<file path="config.mk">
export PLATFORM = sky130hd
export DESIGN_NAME = hls_loop_status_monitor
export DESIGN_NICKNAME = d
export VERILOG_FILES = /design/src/rtl/loop_mon_pkg.sv /design/src/rtl/mon_sat_counter.sv /design/src/rtl/hls_loop_status_monitor.sv
export SDC_FILE = /design/constraint.sdc
export NUM_CORES = 1
export LEC_CHECK = 0
export CAP_MARGIN = 25
export CORE_AREA = 2 2 198 200
export DETAILED_ROUTE_END_ITERATION = 10
export DIE_AREA = 0 0 200 202
export SYNTH_ARGS = -nofsm -noshare
export SYNTH_HDL_FRONTEND = slang
export SYNTH_SLANG_ARGS = --single-unit
</file>
<file path="constraint.sdc">
create_clock -name clock -period 7.8 [get_ports clock]
set_clock_uncertainty 0.15 [all_clocks]
set_input_delay 1.56 -clock clock [delete_from_list [all_inputs] [get_ports clock]]
set_output_delay 1.56 -clock clock [all_outputs]
set_load 0.05 [all_outputs]
</file>
<file path="src/rtl/loop_mon_pkg.sv">
// Shared types and helpers for the HLS loop/transaction status monitor.
package loop_mon_pkg;

    localparam int CNT_W_DEFAULT = 32;

    typedef logic [CNT_W_DEFAULT-1:0] cnt_t;

    typedef enum logic [0:0] {
        TXN_IDLE = 1'b0,
        TXN_BUSY = 1'b1
    } txn_state_t;

    typedef enum logic [0:0] {
        LOOP_IDLE   = 1'b0,
        LOOP_ACTIVE = 1'b1
    } loop_state_t;

    // Saturating increment: sticks at max_v instead of wrapping to zero.
    function automatic cnt_t sat_inc(input cnt_t v, input cnt_t max_v);
        cnt_t r;
        if (v >= max_v) begin
            r = max_v;
        end else begin
            r = v + cnt_t'(1'b1);
        end
        return r;
    endfunction

endpackage

</file>
<file path="src/rtl/mon_sat_counter.sv">
// Saturating event counter with synchronous active-low reset, freeze and clear.
// Widths up to CNT_W_DEFAULT are supported (the shared helper works on cnt_t).
module mon_sat_counter
    import loop_mon_pkg::*;
#(
    parameter int W = CNT_W_DEFAULT
) (
    input  logic         clock,
    input  logic         reset,
    input  logic         freeze,
    input  logic         clr,
    input  logic         en,
    output logic [W-1:0] q
);

    localparam cnt_t MAX_V = cnt_t'({W{1'b1}});

    logic [W-1:0] q_r;

    // Counter register: reset, hold while frozen, clear, or count with saturation.
    always_ff @(posedge clock) begin
        if (!reset) begin
            q_r <= {W{1'b0}};
        end else if (freeze) begin
            q_r <= q_r;
        end else if (clr) begin
            q_r <= {W{1'b0}};
        end else if (en) begin
            q_r <= W'(sat_inc(cnt_t'(q_r), MAX_V));
        end else begin
            q_r <= q_r;
        end
    end

    assign q = q_r;

endmodule

</file>
<file path="src/rtl/hls_loop_status_monitor.sv">
// Activity monitor for an HLS kernel: kernel-level handshake statistics and
// loop-level iteration/stall/invocation statistics, all frozen at end of test.
module hls_loop_status_monitor
    import loop_mon_pkg::*;
#(
    parameter int STATE_W = 1,
    parameter int CNT_W   = CNT_W_DEFAULT
) (
    input  logic               clock,
    input  logic               reset,
    input  logic               ap_start,
    input  logic               ap_ready,
    input  logic               ap_done,
    input  logic               ap_continue,
    input  logic               finish,
    input  logic [STATE_W-1:0] cur_state,
    input  logic [STATE_W-1:0] iter_start_state,
    input  logic [STATE_W-1:0] iter_end_state,
    input  logic [STATE_W-1:0] quit_state,
    input  logic               iter_start_block,
    input  logic               iter_end_block,
    input  logic               quit_block,
    input  logic               iter_start_enable,
    input  logic               iter_end_enable,
    input  logic               quit_enable,
    input  logic               loop_start,
    input  logic               loop_ready,
    input  logic               loop_done,
    input  logic               loop_continue,
    input  logic               quit_at_end,
    output logic               txn_active,
    output logic [CNT_W-1:0]   txn_cnt,
    output logic [CNT_W-1:0]   last_txn_lat,
    output logic [CNT_W-1:0]   max_txn_lat,
    output logic               loop_active,
    output logic [CNT_W-1:0]   loop_inv_cnt,
    output logic [CNT_W-1:0]   iter_start_cnt,
    output logic [CNT_W-1:0]   iter_end_cnt,
    output logic [CNT_W-1:0]   iters_in_flight,
    output logic [CNT_W-1:0]   stall_cnt,
    output logic               frozen,
    output logic               protocol_err
);

    localparam cnt_t MAX_C = cnt_t'({CNT_W{1'b1}});

    function automatic logic [CNT_W-1:0] inc_c(input logic [CNT_W-1:0] v);
        return CNT_W'(sat_inc(cnt_t'(v), MAX_C));
    endfunction

    txn_state_t       txn_state_r;
    txn_state_t       txn_state_nxt_s;
    loop_state_t      loop_state_r;
    loop_state_t      loop_state_nxt_s;
    logic [CNT_W-1:0] lat_r;
    logic [CNT_W-1:0] last_lat_r;
    logic [CNT_W-1:0] max_lat_r;
    logic [CNT_W-1:0] in_flight_r;
    logic [CNT_W-1:0] in_flight_nxt_s;
    logic [CNT_W-1:0] cur_lat_s;
    logic             frozen_r;
    logic             perr_r;

    logic hold_s;
    logic txn_active_s;
    logic txn_start_s;
    logic txn_end_s;
    logic ap_err_s;
    logic loop_active_s;
    logic iter_start_ev_s;
    logic iter_end_ev_s;
    logic quit_ev_s;
    logic end_ok_s;
    logic end_err_s;
    logic loop_set_s;
    logic loop_clr_s;
    logic loop_err_s;
    logic stall_s;
    logic unused_s;

    // Ready strobes carry no information the monitor needs.
    assign unused_s = ap_ready ^ loop_ready;

    // Statistics stop updating on the cycle finish is sampled and stay put afterwards.
    assign hold_s = frozen_r | finish;

    // Kernel handshake decode.
    assign txn_active_s = (txn_state_r == TXN_BUSY);
    assign txn_start_s  = ap_start & ~txn_active_s;
    assign txn_end_s    = (txn_active_s | txn_start_s) & ap_done & ap_continue;
    assign ap_err_s     = ap_done & ~txn_active_s & ~ap_start;
    // Start cycle counts as cycle 1; each busy cycle adds one.
    assign cur_lat_s    = txn_active_s ? inc_c(lat_r) : CNT_W'(1'b1);

    // Loop event decode (full-width state compares).
    assign loop_active_s   = (loop_state_r == LOOP_ACTIVE);
    assign iter_start_ev_s = (cur_state == iter_start_state) & ~iter_start_block & iter_start_enable;
    assign iter_end_ev_s   = (cur_state == iter_end_state) & ~iter_end_block & iter_end_enable;
    assign quit_ev_s       = (cur_state == quit_state) & ~quit_block & quit_enable & quit_at_end;
    // An end with nothing in flight is only legal when an iteration starts alongside it.
    assign end_ok_s        = iter_end_ev_s & (iter_start_ev_s | (in_flight_r != {CNT_W{1'b0}}));
    assign end_err_s       = iter_end_ev_s & ~end_ok_s;
    assign loop_set_s      = loop_start & ~loop_active_s;
    // A clear only closes an invocation that is open or opening this cycle.
    assign loop_clr_s      = ((loop_done & loop_continue) | quit_ev_s) & (loop_active_s | loop_set_s);
    assign loop_err_s      = loop_clr_s & (in_flight_nxt_s != {CNT_W{1'b0}});
    assign stall_s         = loop_active_s & (cur_state == iter_start_state) & iter_start_block;

    // Transaction FSM next state.
    always_comb begin
        txn_state_nxt_s = txn_state_r;
        case (txn_state_r)
            TXN_IDLE: begin
                if (txn_start_s & ~txn_end_s) begin
                    txn_state_nxt_s = TXN_BUSY;
                end else begin
                    txn_state_nxt_s = TXN_IDLE;
                end
            end
            TXN_BUSY: begin
                if (txn_end_s) begin
                    txn_state_nxt_s = TXN_IDLE;
                end else begin
                    txn_state_nxt_s = TXN_BUSY;
                end
            end
            default: txn_state_nxt_s = TXN_IDLE;
        endcase
    end

    // Loop FSM next state; a clear beats a set in the same cycle.
    always_comb begin
        loop_state_nxt_s = loop_state_r;
        case (loop_state_r)
            LOOP_IDLE: begin
                if (loop_set_s & ~loop_clr_s) begin
                    loop_state_nxt_s = LOOP_ACTIVE;
                end else begin
                    loop_state_nxt_s = LOOP_IDLE;
                end
            end
            LOOP_ACTIVE: begin
                if (loop_clr_s) begin
                    loop_state_nxt_s = LOOP_IDLE;
                end else begin
                    loop_state_nxt_s = LOOP_ACTIVE;
                end
            end
            default: loop_state_nxt_s = LOOP_IDLE;
        endcase
    end

    // In-flight count after this cycle's start/end events.
    always_comb begin
        in_flight_nxt_s = in_flight_r;
        if (iter_start_ev_s & ~end_ok_s) begin
            in_flight_nxt_s = inc_c(in_flight_r);
        end else if (end_ok_s & ~iter_start_ev_s) begin
            in_flight_nxt_s = in_flight_r - CNT_W'(1'b1);
        end else begin
            in_flight_nxt_s = in_flight_r;
        end
    end

    // FSM states, latency tracking, in-flight count and sticky flags.
    always_ff @(posedge clock) begin
        if (!reset) begin
            txn_state_r  <= TXN_IDLE;
            loop_state_r <= LOOP_IDLE;
            lat_r        <= {CNT_W{1'b0}};
            last_lat_r   <= {CNT_W{1'b0}};
            max_lat_r    <= {CNT_W{1'b0}};
            in_flight_r  <= {CNT_W{1'b0}};
            frozen_r     <= 1'b0;
            perr_r       <= 1'b0;
        end else if (hold_s) begin
            frozen_r <= 1'b1;
        end else begin
            txn_state_r  <= txn_state_nxt_s;
            loop_state_r <= loop_state_nxt_s;
            if (txn_start_s) begin
                lat_r <= CNT_W'(1'b1);
            end else if (txn_active_s) begin
                lat_r <= inc_c(lat_r);
            end else begin
                lat_r <= lat_r;
            end
            if (txn_end_s) begin
                last_lat_r <= cur_lat_s;
                if (cur_lat_s > max_lat_r) begin
                    max_lat_r <= cur_lat_s;
                end else begin
                    max_lat_r <= max_lat_r;
                end
            end else begin
                last_lat_r <= last_lat_r;
            end
            if (loop_clr_s) begin
                in_flight_r <= {CNT_W{1'b0}};
            end else begin
                in_flight_r <= in_flight_nxt_s;
            end
            if (ap_err_s | end_err_s | loop_err_s) begin
                perr_r <= 1'b1;
            end else begin
                perr_r <= perr_r;
            end
        end
    end

    mon_sat_counter #(.W(CNT_W)) u_txn_cnt (
        .clock(clock), .reset(reset), .freeze(hold_s), .clr(1'b0), .en(txn_end_s), .q(txn_cnt)
    );
    mon_sat_counter #(.W(CNT_W)) u_loop_inv_cnt (
        .clock(clock), .reset(reset), .freeze(hold_s), .clr(1'b0), .en(loop_clr_s), .q(loop_inv_cnt)
    );
    mon_sat_counter #(.W(CNT_W)) u_iter_start_cnt (
        .clock(clock), .reset(reset), .freeze(hold_s), .clr(1'b0), .en(iter_start_ev_s), .q(iter_start_cnt)
    );
    mon_sat_counter #(.W(CNT_W)) u_iter_end_cnt (
        .clock(clock), .reset(reset), .freeze(hold_s), .clr(1'b0), .en(end_ok_s), .q(iter_end_cnt)
    );
    mon_sat_counter #(.W(CNT_W)) u_stall_cnt (
        .clock(clock), .reset(reset), .freeze(hold_s), .clr(1'b0), .en(stall_s), .q(stall_cnt)
    );

    assign txn_active      = txn_active_s;
    assign last_txn_lat    = last_lat_r;
    assign max_txn_lat     = max_lat_r;
    assign loop_active     = loop_active_s;
    assign iters_in_flight = in_flight_r;
    assign frozen          = frozen_r;
    assign protocol_err    = perr_r;

endmodule

</file>
==> summary.md, run 1 <==
The tools report the post-CTS setup buffer count as 0. The detailed-route vias per instance is 5.51, and the via count of the first global-routing pass is 13900. The register clock-pin slew on the reported worst setup and hold paths is 0.06 ns. The aggregate negative setup slack came out at 0 ns. The critical path launch point type is a flip-flop.

The post-cts resize count was 0. The analysis attributes to cell leakage a power of 6.71 nW. Counting the fill cells in the layout gives 3659.

The count of nets left with antenna violations once routing finished came out at 0. The die is 202 µm tall. For this run, the share of the core covered by cells in the final layout is 51.0%.

The critical path class is flip-flop to flip-flop. The run gives 38300 µm² as the core footprint. The tools report the final-report hold violation count as 0. The share of flip-flops with an asynchronous set or reset was 0%. Total instance count after detailed placement: 2582. Compared with the post-synthesis result, the final layout area differs by 29.0%.

The tools report the nature of the critical path endpoint as a flip-flop. The number of input and output port buffers inserted came out at 279. Synthesis produced 1883 cells.

Setup slack closes at 1.60 ns. In this run the deepest clock path goes through 3 buffers. For this run, the number of Yosys warnings is 0. The routed wire length is 46.5 mm, and the number of H-tree levels is 2. For the worst setup path, the data required time is 8.09 ns. When the netlist entered floorplanning its net count stood at 1946. The die covers 40400 µm². The run finished with clean final reports. The cell depth of the worst min-delay path was 2. The run gives 292 as the clock sink count. In this run the critical register-to-register path is launched from lat_r[0]$_SDFFE_PN0P_. Final hold analysis gives a worst-case slack of 0.296 ns. Hold path startpoint: protocol_err$_SDFFE_PN0P_. Measured in cells, the most critical reg-to-reg path has a length of 21.

Summed over all layers, the global routing overflow is 0. The data arrival time of the critical path was 6.49 ns; the biggest fanout along the worst timing path was 64. Setup repair after global routing left no endpoint under its margin. The final cycle utilization of the critical path works out to 79.4%.

In this run the worst hold path is classified as flip-flop to flip-flop. With fillers left out, the area of the finished cells amounts to 19500 µm². The run gives 0 as the total count of max-transition violations in the final report.

Setup violations remaining at the end of the flow were counted as 0. Post-synthesis average cell area: 8.03 µm². The run gives 1.66 ns as the pre-CTS setup slack. In this run the tightest slew margin relative to its limit is 31.2%.

For the number of nets in the layout, the log shows 2167. Entering global routing, the biggest net connects 100 pins. For this run, the register share of the synthesized area comes to 38.6%.

For the number of design-rule violations left by the first detailed-router iteration, the log shows 969. The tools report the later-pin clock latency in the skew report as 0.52 ns. At the pin with the least slew margin, the transition time is 1.03 ns. The starting density of the core is 39.5%, and the count of flip-flops with a built-in enable after synthesis is 0. In the synthesized netlist the dominant register cell turns out to be dfxtp_1. Routability-driven placement finished with a final weighted congestion of 0.920. Dividing the detail-routed wire length by the instance count gives 17.6 µm. In the routed design, unresolved DRC markers number 0. Power comes to 3.65 mW. The x dimension of the die was 200 µm; the peak supply drop was 0.000118 V. Summing every instance area after synthesis gives 15100 µm². The tools report the total vias in the final route as 14600.

The logs give 0 for the number of antenna violations at the first check in global routing and 22.7% for the total routing resource utilization after global routing. The cell sitting at the root of the clock tree is a clkbuf_16. Summed over all nets, the half-perimeter wirelength after detailed placement is 32.3 mm. The synthesis-stage register bit count was 292; the cts-stage hold buffer count was 0. The non-filler instance count after layout is 2650, and the total of max-cap violations is 0. 282 I/O pins were placed. The first detailed-routing pass ran for 6 iterations.

After floorplanning, the core was divided into 72 placement rows. Tracing the worst setup path back leads to its startpoint at lat_r[0]$_SDFFE_PN0P_. Once placement finished, the instance area stood at 18300 µm². Power spread over the standard cell area amounts to 187 nW/µm². In this run, distinct cell masters in the synthesized netlist total 77. The share of final-layout standard cells stronger than drive strength 1 works out to 5.49%.

For the global-route wire length before repair, the log shows 75.0 mm. TritonCTS built the clock tree. The logs give 0 for the number of inserted diodes and 161 MHz for the maximum frequency from static timing analysis. The clock period could shrink to 6.20 ns. The TritonCTS buffer count was 36.
worst paths after layout:
check                                                     to  slack, ns
worst min-delay path               protocol_err$_SDFFE_PN0P_       0.30
worst max register to register  max_txn_lat[11]$_SDFFE_PN0P_       1.60
worst min register to register     protocol_err$_SDFFE_PN0P_       0.30
worst max-delay path            max_txn_lat[11]$_SDFFE_PN0P_       1.60
worst max-delay path, stage by stage (launching register included):
cell     delay, ns
dfxtp_1       0.37
ha_1          0.27
and4_1        0.34
nand2_1       0.09
nor2_1        0.31
and4_1        0.31
nor2b_1       0.43
nand2_1       0.47
buf_4         0.36
a21oi_1       0.34
ha_1          0.33
a21o_1        0.18
a21o_1        0.18
a21oi_1       0.16
o21ai_1       0.08
a21o_1        0.18
a21oi_1       0.22
o32ai_1       0.18
o41ai_4       0.33
buf_4         0.50
nand3_1       0.15
o21ai_0       0.11
synthesized netlist by cell type (6+ instances only):
library cell / count / area share [%]
a22oi_1: 15 / 0.74
nor4_1: 21 / 0.87
and3_1: 51 / 2.1
a31oi_1: 21 / 0.87
nand2_1: 226 / 5.6
ha_1: 41 / 3.4
nand2b_1: 6 / 0.25
clkbuf_1: 89 / 2.2
xnor2_1: 47 / 2.7
o211a_1: 11 / 0.73
a21o_1: 8 / 0.40
buf_2: 13 / 0.43
or2_2: 7 / 0.29
nand4_1: 56 / 2.3
and2_1: 14 / 0.58
or3_1: 11 / 0.45
and4_1: 18 / 1.0
nor2b_1: 7 / 0.29
nor2_1: 115 / 2.9
mux2i_1: 9 / 0.60
o21ai_0: 82 / 2.7
nand3_1: 142 / 4.7
or4_1: 8 / 0.40
o21a_1: 8 / 0.40
o21ai_1: 7 / 0.23
a22o_1: 27 / 1.6
nor3_1: 38 / 1.3
dfxtp_1: 292 / 39
inv_1: 52 / 1.3
o211ai_1: 7 / 0.35
a211oi_1: 12 / 0.60
o31ai_1: 6 / 0.30
xor2_1: 107 / 6.2
a21oi_1: 220 / 7.3
buf_1: 9 / 0.22
nor3b_1: 6 / 0.30
where the power goes:
part	total (mW)	switching (mW)	internal, mW	leakage (nW)
combinational	0.428	0.287	0.141	3.77
clock	1.69	0.666	1.02	0.591
sequential	1.53	0.0258	1.50	2.35
total	3.65	0.979	2.67	6.71
routing by layer:
metal  global-route usage (%)  up-vias  share of wire (%)
li1                         -     7192                  -
met1                     30.7     6920                 45
met2                     35.7      419                 46
met3                     5.26       83                6.8
met4                     7.30        0                2.5
met5                        0        -                  0
cell families (layout without fill, tap and decap cells):
group / Yosys count / count (layout) / share of synthesized area (%)
buffers and inverters: 166 / 415 / 4.38
flip-flops: 292 / 292 / 38.6
adder cells (fa/ha/maj): 41 / 41 / 3.39
AND/OR/NAND/NOR: 754 / 754 / 25.3
multiplexers: 11 / 11 / 0.744
AO/OA/AOI/OAI: 465 / 465 / 18.6
XOR/XNOR: 154 / 154 / 8.92
area by class of cell:
type	count	area [µm²]	share of cell area, %
Inverter	52	200	1.03
Clock inverter	9	82.6	0.423
Sequential cell	292	5850	30.0
Timing Repair Buffer	297	2970	15.2
Tap cell	518	648	3.32
Multi-Input combinational cell	1425	8640	44.3
Clock buffer	57	1120	5.75
placed cells by master (no fill, tap or decap), types with 9 or more instances in the layout:
| cell type | synthesis | layout |
|---|---|---|
| a211oi_1 | 12 | 12 |
| a21oi_1 | 220 | 220 |
| a22o_1 | 27 | 27 |
| a22oi_1 | 15 | 15 |
| a31oi_1 | 21 | 20 |
| and2_1 | 14 | 14 |
| and3_1 | 51 | 51 |
| and4_1 | 18 | 18 |
| buf_4 | 0 | 16 |
| clkbuf_16 | 0 | 37 |
| clkbuf_8 | 0 | 12 |
| clkdlybuf4s50_1 | 0 | 278 |
| dfxtp_1 | 292 | 292 |
| ha_1 | 41 | 41 |
| inv_1 | 52 | 51 |
| mux2i_1 | 9 | 9 |
| nand2_1 | 226 | 226 |
| nand3_1 | 142 | 142 |
| nand4_1 | 56 | 56 |
| nor2_1 | 115 | 113 |
| nor3_1 | 38 | 38 |
| nor4_1 | 21 | 21 |
| o211a_1 | 11 | 11 |
| o21ai_0 | 82 | 82 |
| or3_1 | 11 | 11 |
| xnor2_1 | 47 | 47 |
| xor2_1 | 107 | 107 |
registers in the layout (all words and copies together), names as in the netlist:
name	count
iters_in_flight	32
last_txn_lat	32
lat_r	32
max_txn_lat	32
u_iter_end_cnt.q	32
u_iter_start_cnt.q	32
u_loop_inv_cnt.q	32
u_stall_cnt.q	32
u_txn_cnt.q	32
frozen	1
loop_active	1
protocol_err	1
txn_active	1
No activity file was read; power rests on OpenSTA's default activity.
==> run 2, diff against run 1 <==
- clock period: 7.8 -> 6.39 ns (I/O delays scaled with it)
==> summary.md, run 2 (synthesis results as in run 1) <==
The run finished with clean final reports. Overall power consumption after layout is estimated at 4.34 mW. The most critical setup path has its endpoint at max_txn_lat[16]$_SDFFE_PN0P_. Measured in cells, the most critical reg-to-reg path has a length of 19. For the worst-skew pair, the clock arrives at the later sink with an insertion delay of 0.55 ns.

The startpoint identified for the worst register-to-register timing path is lat_r[2]$_SDFFE_PN0P_. The logs give 0 for the post-cts resize count and 6.67 nW for the standby leakage power. The first global-routing pass estimated 75.2 mm of wire.

The largest net degree at the start of global routing is 84, and the post-route antenna net violation count is 0. Setup repair after global routing left no endpoint under its margin. Timing would allow up to 179 MHz. The number of design-rule violations left by the first detailed-router iteration came out at 884. For the via count of the first global-routing pass, the log shows 13900. Most common cell after layout, fill and taps aside: dfxtp_1.

The data arrival time of the critical path is 5.90 ns. The area of placed instances is 18300 µm², and the total number of placement rows is 72. The actual transition at the worst max-transition pin was 1.04 ns; the number of nets in the layout was 2168. VDD sags by at most 0.000207 V. Before antenna repair, the detailed router went through 5 iterations. CTS saw 292 sinks.

For this design, the CTS-stage hold fixing added 0 buffers. The end of the worst register-to-register path is max_txn_lat[16]$_SDFFE_PN0P_. Setup violations remaining at the end of the flow were counted as 0. After detailed routing, the number of remaining DRC violations is 0. Cells with a size suffix above 1 make up 5.50% of the layout. The core region is 38300 µm².

The run gives 32.8 mm as the HPWL after detailed placement. The post-CTS setup buffer count is 0. For this configuration, the core starts out at a cell density of 39.5%. The floorplan step defined a die boundary enclosing 40400 µm². The top cell types in the final layout, fill and taps aside, are 292 x dfxtp_1, 278 x clkdlybuf4s50_1, 226 x nand2_1. The tool flagged a number of max-cap violations equal to 0.

The final-report hold violation count came out at 0. The critical path in this run is classified as flip-flop to flip-flop. The count of buffers added on input and output ports is 279.

The worst pin sits at a relative slew slack of 30.7%. The run gives 0 as the total overflow reported by the global router. The tools report the root buffer selected by CTS as clkbuf_16. At the worst endpoint, the required time is 6.70 ns. Subtracting the final worst setup slack from the clock period gives 5.60 ns.

The logs give 2647 for the non-filler instance count after layout and 3 for the buffer levels on the longest clock path. 282 I/O pins were placed. CTS built an H-tree with a depth of 2.

The finished cells cover 19400 µm². The worst hold path belongs to the class flip-flop to flip-flop. The tools report the aggregate negative setup slack as 0 ns.

The post-synthesis to final-layout area growth is 28.2%. Fill cells in the final layout number 3703. The detailed-route vias per instance is 5.53. Dividing total power by cell area gives a power density of 224 nW/µm².

At the end of routability-driven placement, the weighted congestion stood at 0.910. TritonCTS built the clock tree. After clock tree synthesis, the clock-pin slew on the worst setup and hold paths is 0.06 ns. Number of inserted diodes: 0.

The nature of the critical path endpoint was a flip-flop. The total routing resource utilization after global routing was 23.1%; the biggest fanout along the worst timing path was 64. For flop-to-flop paths, the worst setup slack is 0.79 ns. Summed over all layers, the routed wires come to 47.1 mm.

The number of antenna violations at the first check in global routing came out at 0. The critical path launch point type was a flip-flop. The number of clock buffers added by TritonCTS is 35. The total instance count after detailed placement is 2586, and the x dimension of the die is 200 µm. The critical path starts at lat_r[2]$_SDFFE_PN0P_.

The routed wirelength normalized by instance count was 17.8 µm; the final cycle utilization of the critical path was 87.6%. The total vias in the final route came out at 14600. Total count of max-transition violations in the final report: 0. The die is 202 µm tall.
run 2: cell count changes in the layout (fill, tap and decap cells not counted):
cell	before	now
a31oi_2	1	0
clkinv_2	4	10
clkinvlp_4	2	1
a31oi_1	20	21
buf_4	16	19
bufinv_16	1	0
buf_16	2	0
clkbuf_8	12	8
clkinv_8	0	1
buf_12	0	1
inv_6	3	2
clkbuf_1	8	4
clkbuf_16	37	36
run 2: worst min-delay path by stage:
stage	from	to	depth (start not counted)
finish	protocol_err$_SDFFE_PN0P_	protocol_err$_SDFFE_PN0P_	2
global route	last_txn_lat[13]$_SDFFE_PN0P_	last_txn_lat[13]$_SDFFE_PN0P_	2
CTS	protocol_err$_SDFFE_PN0P_	protocol_err$_SDFFE_PN0P_	2
detailed placement	protocol_err$_SDFFE_PN0P_	protocol_err$_SDFFE_PN0P_	2
global placement	protocol_err$_SDFFE_PN0P_	protocol_err$_SDFFE_PN0P_	2
floorplan	lat_r[1]$_SDFFE_PN0P_	lat_r[1]$_SDFFE_PN0P_	2
run 2: per-stage QoR:
| stage | util (%) | setup slack, ns | hold WS, ns |
|---|---|---|---|
| floorplan | - | 1.58 | 0.334 |
| global placement | 47.7 | 0.926 | 0.285 |
| detailed placement | 47.8 | 0.847 | 0.295 |
| CTS | 50.7 | 0.805 | 0.304 |
| global route | 50.7 | 0.202 | 0.322 |
| finish | 50.7 | 0.795 | 0.299 |
run 2: worst max-delay path, cell delays in order (launching register included):
cell,delay (ns)
dfxtp_1,0.45
and3_1,0.25
nand3_1,0.18
nor4_1,0.61
nand3_1,0.31
nor2_1,0.34
and2_1,0.24
a31oi_1,0.10
a311oi_1,0.59
ha_1,0.24
nand4_1,0.15
nor4_1,0.29
inv_1,0.10
or4_1,0.57
nor3_1,0.20
nor2_1,0.09
o41ai_4,0.09
buf_12,0.29
nand3_1,0.10
o21ai_0,0.12
run 2: final cells by class:
class | count | area, µm² | share of cell area, %
clock buffers | 48 | 1030 | 5.29
clock inverters | 13 | 82.6 | 0.426
repair buffers | 299 | 2960 | 15.3
multi-input cells | 1425 | 8640 | 44.5
flip-flops and latches | 292 | 5850 | 30.1
well taps | 518 | 648 | 3.34
inverters | 52 | 200 | 1.03
run 2: layer usage:
metal  wire [µm]  part of all wire (%)  track usage, %
met1       21100                    45            30.2
met2       21400                    46            36.9
met4        1320                   2.8            7.28
met5           0                     0               0
met3        3250                   6.9            6.11
run 2: where the power goes:
group,internal [mW],switching (mW)
registers,1.84,0.0320
clock network,1.13,0.817
logic,0.172,0.361
total,3.13,1.21
==> run 3, diff against run 2 <==
- CELL_PAD_IN_SITES_DETAIL_PLACEMENT: not set -> 0
- CELL_PAD_IN_SITES_GLOBAL_PLACEMENT: not set -> 1
- CORE_AREA: 2 2 198 200 -> 2 2 200 202
- DIE_AREA: 0 0 200 202 -> 0 0 202 204
- PLACE_DENSITY_LB_ADDON: not set -> 0.1
==> summary.md, run 3 (synthesis results as in run 1) <==
The run finished with clean final reports. In this run the horizontal extent of the chip is 202 µm. The worst path in the final design needs a cycle of 5.84 ns, including I/O delays and setup. The biggest fanout along the worst timing path came out at 34. The detail route stage leaves a number of antenna-violating nets equal to 0.

In this run the worst hold path is classified as flip-flop to flip-flop. The wire-length estimate of the detail-placed layout is 33.7 mm. The number of antenna violations at the first check in global routing came out at 1. Hold path startpoint: last_txn_lat[30]$_SDFFE_PN0P_. The number of design-rule violations left by the first detailed-router iteration is 745, and the register clock-pin slew on the reported worst setup and hold paths is 0.06 ns. The number of nets in the layout came out at 2177. The floorplan has 73 rows.

Measured along the y axis, the die boundary spans 204 µm. The routed length on met3 is 3.66 mm, and the post-CTS setup buffer count is 0. The end of the worst register-to-register path was max_txn_lat[0]$_SDFFE_PN0P_. At the placement stage, the worst setup path has a slack of 0.673 ns.

Clock latency on the worst-skew pair, taken at its later pin, is 0.55 ns. Across the run, the number of max-cap violations was 0. The routed wire length was 47.6 mm. STA classifies the critical path endpoint as a flip-flop. The worst register-to-register path begins at lat_r[5]$_SDFFE_PN0P_. For this design the ratio of total power to cell area is 225 nW/µm². TritonCTS built the clock tree. The number of inserted diodes came out at 0. In this run, CTS created clock tree buffers numbering 36. The final cycle utilization of the critical path was 91.4%. VDD sags by at most 0.000163 V.

Weighted congestion reported at the end of routability-driven placement: 0.856. The pre-antenna-repair detailed-routing pass consisted of 5 iterations. After detailed routing, the average wire length per cell comes to 17.9 µm.

The share of final-layout standard cells stronger than drive strength 1 works out to 5.62%. Once the clock tree was built, the resizer swapped 0 gates to a different size. The standby leakage power is 6.70 nW, and the total length of routed met2 wires is 21.5 mm. The normalized max-slew margin came out at 33.1%. The die footprint was 41200 µm²; the global-route wire length before repair was 75.8 mm. The library cell used most frequently in the layout, excluding fill and tap cells, is dfxtp_1.

The run gives 0 as the cts-stage hold buffer count. Entering global routing, the biggest net connects 132 pins. The path with the worst hold slack has its endpoint at last_txn_lat[30]$_SDFFE_PN0P_. Relative to the synthesized area, the layout overhead comes to 28.9%. The number of endpoints failing setup at the final stage was 0.

The depth of the most critical reg-to-reg path is 19. Data on the critical path arrives at its endpoint at 6.14 ns. The critical path launch point type is a flip-flop. In this run the clock root is driven by a clkbuf_16.

The data required time at the worst endpoint was 6.69 ns; the core footprint was 39200 µm². The H-tree was split into 2 levels. During I/O placement, the number of pins put on the boundary was 282. For this block, wires on met1 add up to 21.7 mm.

The top cell types in the final layout, fill and taps aside, are 292 x dfxtp_1, 278 x clkdlybuf4s50_1, 226 x nand2_1. The actual transition at the worst max-transition pin is 1.00 ns. For the number of remaining DRC errors, the log shows 0.

The number of input and output port buffers inserted is 279. The logs give 0 for the final-report hold violation count and 0 for the total count of max-transition violations in the final report. For this run the aggregate overflow at the end of global routing stands at 0.

Counting along the longest clock path gives a buffer depth of 3. Setup repair after global routing left no endpoint under its margin. Based on the critical path, the design can be clocked at up to 171 MHz. Summing over every cut layer, the via total after detailed routing is 14400. Dividing the detail-routed via count by the number of cells gives 5.42. The final worst slack is 0.551 ns, and the starting density of the core is 38.6%. The clock net in this run drives a total of 292 sinks.

The via count of the first global-routing pass is 13600, and the setup slack on the worst flop-to-flop path is 0.55 ns. For this run, the total global-route usage over all layers was measured as 22.6%. Summed over all failing endpoints, the final setup total negative slack is 0 ns.

The critical path class is flip-flop to flip-flop. The worst hold path was traced through 2 stages. Highest layer used for signal routing: met4.
## run 3: changes by cell type in the layout (fill, tap and decap cells not counted), sizes merged
cell	previous run	this run
buf	21	29
clkinv	11	3
clkbuf	48	51
bufinv	0	1
inv	53	54
## run 3: stage by stage
stage | utilization [%] | total power [mW] | hold slack [ns] | instances | area [µm²]
after global routing | 49.8 | 4.56 | 0.316 | 2659 | 19500
after detailed placement | 46.8 | 2.44 | 0.296 | 2600 | 18400
after CTS | 49.7 | 4.43 | 0.302 | 2658 | 19500
after global placement | 46.8 | 2.44 | 0.288 | 2599 | 18300
after floorplan | - | 2.28 | 0.334 | 1883 | 15100
final | 49.8 | 4.38 | 0.301 | 2659 | 19500
## run 3: worst max path at each step
stage,slack (ns),end,start,depth (start not counted)
global placement,0.88,max_txn_lat[0]$_SDFFE_PN0P_,lat_r[2]$_SDFFE_PN0P_,19
floorplan,1.58,max_txn_lat[22]$_SDFFE_PN0P_,lat_r[0]$_SDFFE_PN0P_,22
CTS,0.62,max_txn_lat[0]$_SDFFE_PN0P_,lat_r[2]$_SDFFE_PN0P_,19
global route,0.18,max_txn_lat[19]$_SDFFE_PN0P_,lat_r[5]$_SDFFE_PN0P_,19
detailed placement,0.67,max_txn_lat[0]$_SDFFE_PN0P_,lat_r[2]$_SDFFE_PN0P_,19
finish,0.55,max_txn_lat[0]$_SDFFE_PN0P_,lat_r[5]$_SDFFE_PN0P_,19
## run 3: worst max-delay path: stages, from the launching register on
cell	delay [ns]
dfxtp_1	0.49
and4_1	0.29
nand3_1	0.14
nor4_1	0.65
nand3_1	0.34
nor2_1	0.35
and2_1	0.25
a31oi_1	0.10
a311oi_1	0.60
ha_1	0.24
nand4_1	0.16
nor4_1	0.28
inv_1	0.12
or4_1	0.60
nor3_1	0.22
nor2_1	0.10
o41ai_4	0.08
buf_4	0.35
nand3_1	0.12
o31ai_1	0.09
## run 3: area by class of cell
| cell class | instances | area (µm²) |
|---|---|---|
| clock buffer | 51 | 1030 |
| clock inverter | 7 | 92.6 |
| fill | 3815 | 19700 |
| inverter | 52 | 200 |
| multi-input combinational | 1425 | 8650 |
| sequential | 292 | 5850 |
| tap | 525 | 657 |
| timing repair buffer | 307 | 3030 |
## run 3: where the power goes
group | internal, mW | switching (mW)
combinational | 0.183 | 0.360
clock | 1.16 | 0.812
sequential | 1.84 | 0.0305
## run 3: layer usage
metal | global-route usage (%) | up-vias
met5 | 0 | -
met4 | 4.99 | 0
met3 | 6.73 | 62
met2 | 35.8 | 401
met1 | 30.2 | 6758
li1 | - | 7202
==> RTL change (flow settings as in run 1) <==
Put a register stage on the output `iter_end_cnt`. The value now appears one clock later. The other outputs are not delayed to match.
--- a/src/rtl/hls_loop_status_monitor.sv
+++ b/src/rtl/hls_loop_status_monitor.sv
@@ -46,2 +46,4 @@
 
+    logic [CNT_W-1:0] iter_end_cnt_d;
+
     function automatic logic [CNT_W-1:0] inc_c(input logic [CNT_W-1:0] v);
@@ -220,3 +222,3 @@
     mon_sat_counter #(.W(CNT_W)) u_iter_end_cnt (
-        .clock(clock), .reset(reset), .freeze(hold_s), .clr(1'b0), .en(end_ok_s), .q(iter_end_cnt)
+        .clock(clock), .reset(reset), .freeze(hold_s), .clr(1'b0), .en(end_ok_s), .q(iter_end_cnt_d)
     );
@@ -234,2 +236,6 @@
 
+    always_ff @(posedge clock) begin
+        iter_end_cnt <= iter_end_cnt_d;
+    end
+
 endmodule
Function: not settled (the Yosys comparison gave no result); the edit may change what the design does.
==> RTL change against run 1 <==
- non-clock buffer count fell by 3
- cell area rose by 3.6%
- sequential cell count rose by 32
- count of clock-buffer cells in the layout fell by 5
- synthesized area rose by 5.6%
- worst setup slack improved by 410 ps
- total power fell by 1.2%
- via count rose by 0.91%
- synthesized cell count fell by 0.11%
- sequential share of layout area rose by 2.1 points
- routed wire length rose by 4.1%
==> RTL change: results <==
[cts]
insertion_delay_ps = 540
cts_inserted_buffers = 36

[critical_path]
slowest_stage = or2_2
rr_endpoint = max_txn_lat[31]$_SDFFE_PN0P_
cp_max_fo = 25
arrival_ps = 6010
rrSetupSlack_ps = 2010
crit_end = max_txn_lat[31]$_SDFFE_PN0P_

[routing]
first_pass_iters = 5
met2_length_um = 21400
viasPerCell = 5.57
met1_length_um = 22500
wl_per_cell_um = 18.3
drt_wl_total_um = 48400

[placement]
hpwl_um = 33700
place_ws_ps = 2070
gp_congestion = 0.914
dp_cells = 2584
place_area_sq_um = 19100

[cells_and_area]
clkbuf_count = 52
final-seq-area_sq_um = 6490
nFillCells = 3577
n_all_inverters = 53
nNetsFinal = 2168
multi_input_area_sq_um = 8830
seq_cell_count = 324
num-nonclk-buffers = 294
num_antenna_cells = 0
multi_input_area_share = 0.437
nonClkBufAreaFrac = 0.144

[hold_path]
min_path_cells = 0

[global_routing]
met1_usage = 0.325
grt_pass1_vias = 13929
grt_pass1_wl_um = 76800
grtUsageTotal = 0.236
use_met2 = 0.363
grt_max_degree = 131
use_met3 = 0.0574

[yosys]
synthAdderAreaFrac = 0.0321
synth_fp_nets = 1944
synth-compound-area-share = 0.189
syn_avg_cell_area_sq_um = 8.49
synth_xor_area_frac = 0.0859
synth_area_sq_um = 16000
synthMuxAreaShare = 0.00901
synthTopCellsByCount = dfxtp_1 (324), a21oi_1 (220), nand2_1 (208), nor2_1 (122), xor2_1 (100)
ys_top_cells_by_area = dfxtp_1 (41%), a21oi_1 (6.9%), xor2_1 (5.5%)
yosysUniqueCellTypes = 91
synth.yosys.seq_area_share = 0.406

[sta]
slew_headroom = 0.313
fmax_mhz = 173
hold_slack_ps = 231

[pwr]
internal_power_uw = 2690
peakVddDrop_mv = 0.133
seq_power_share = 0.466
power_leakage_uw = 0.00705
powerDensity_nw_per_um2 = 178
comb_cell_power_uw = 265

[status]
status = complete, no violations
RTL change: worst min path at each step:
stage	from	endpoint
2_1_floorplan	u_iter_end_cnt.q[10]$_SDFFE_PN0P_	iter_end_cnt[10]$_DFF_P_
3_3_place_gp	u_iter_end_cnt.q[12]$_SDFFE_PN0P_	iter_end_cnt[12]$_DFF_P_
3_5_place_dp	u_iter_end_cnt.q[29]$_SDFFE_PN0P_	iter_end_cnt[29]$_DFF_P_
4_1_cts	u_iter_end_cnt.q[10]$_SDFFE_PN0P_	iter_end_cnt[10]$_DFF_P_
5_1_grt	u_iter_end_cnt.q[10]$_SDFFE_PN0P_	iter_end_cnt[10]$_DFF_P_
6_report	u_iter_end_cnt.q[10]$_SDFFE_PN0P_	iter_end_cnt[10]$_DFF_P_
RTL change: worst max-delay path: cells and delay by family (launching register included):
kind            cells  cell delay [ps]
simple gates       12             3480
compound gates      3              710
fa+ha+maj           2              450
flops               1              420
buf+inv             1              380
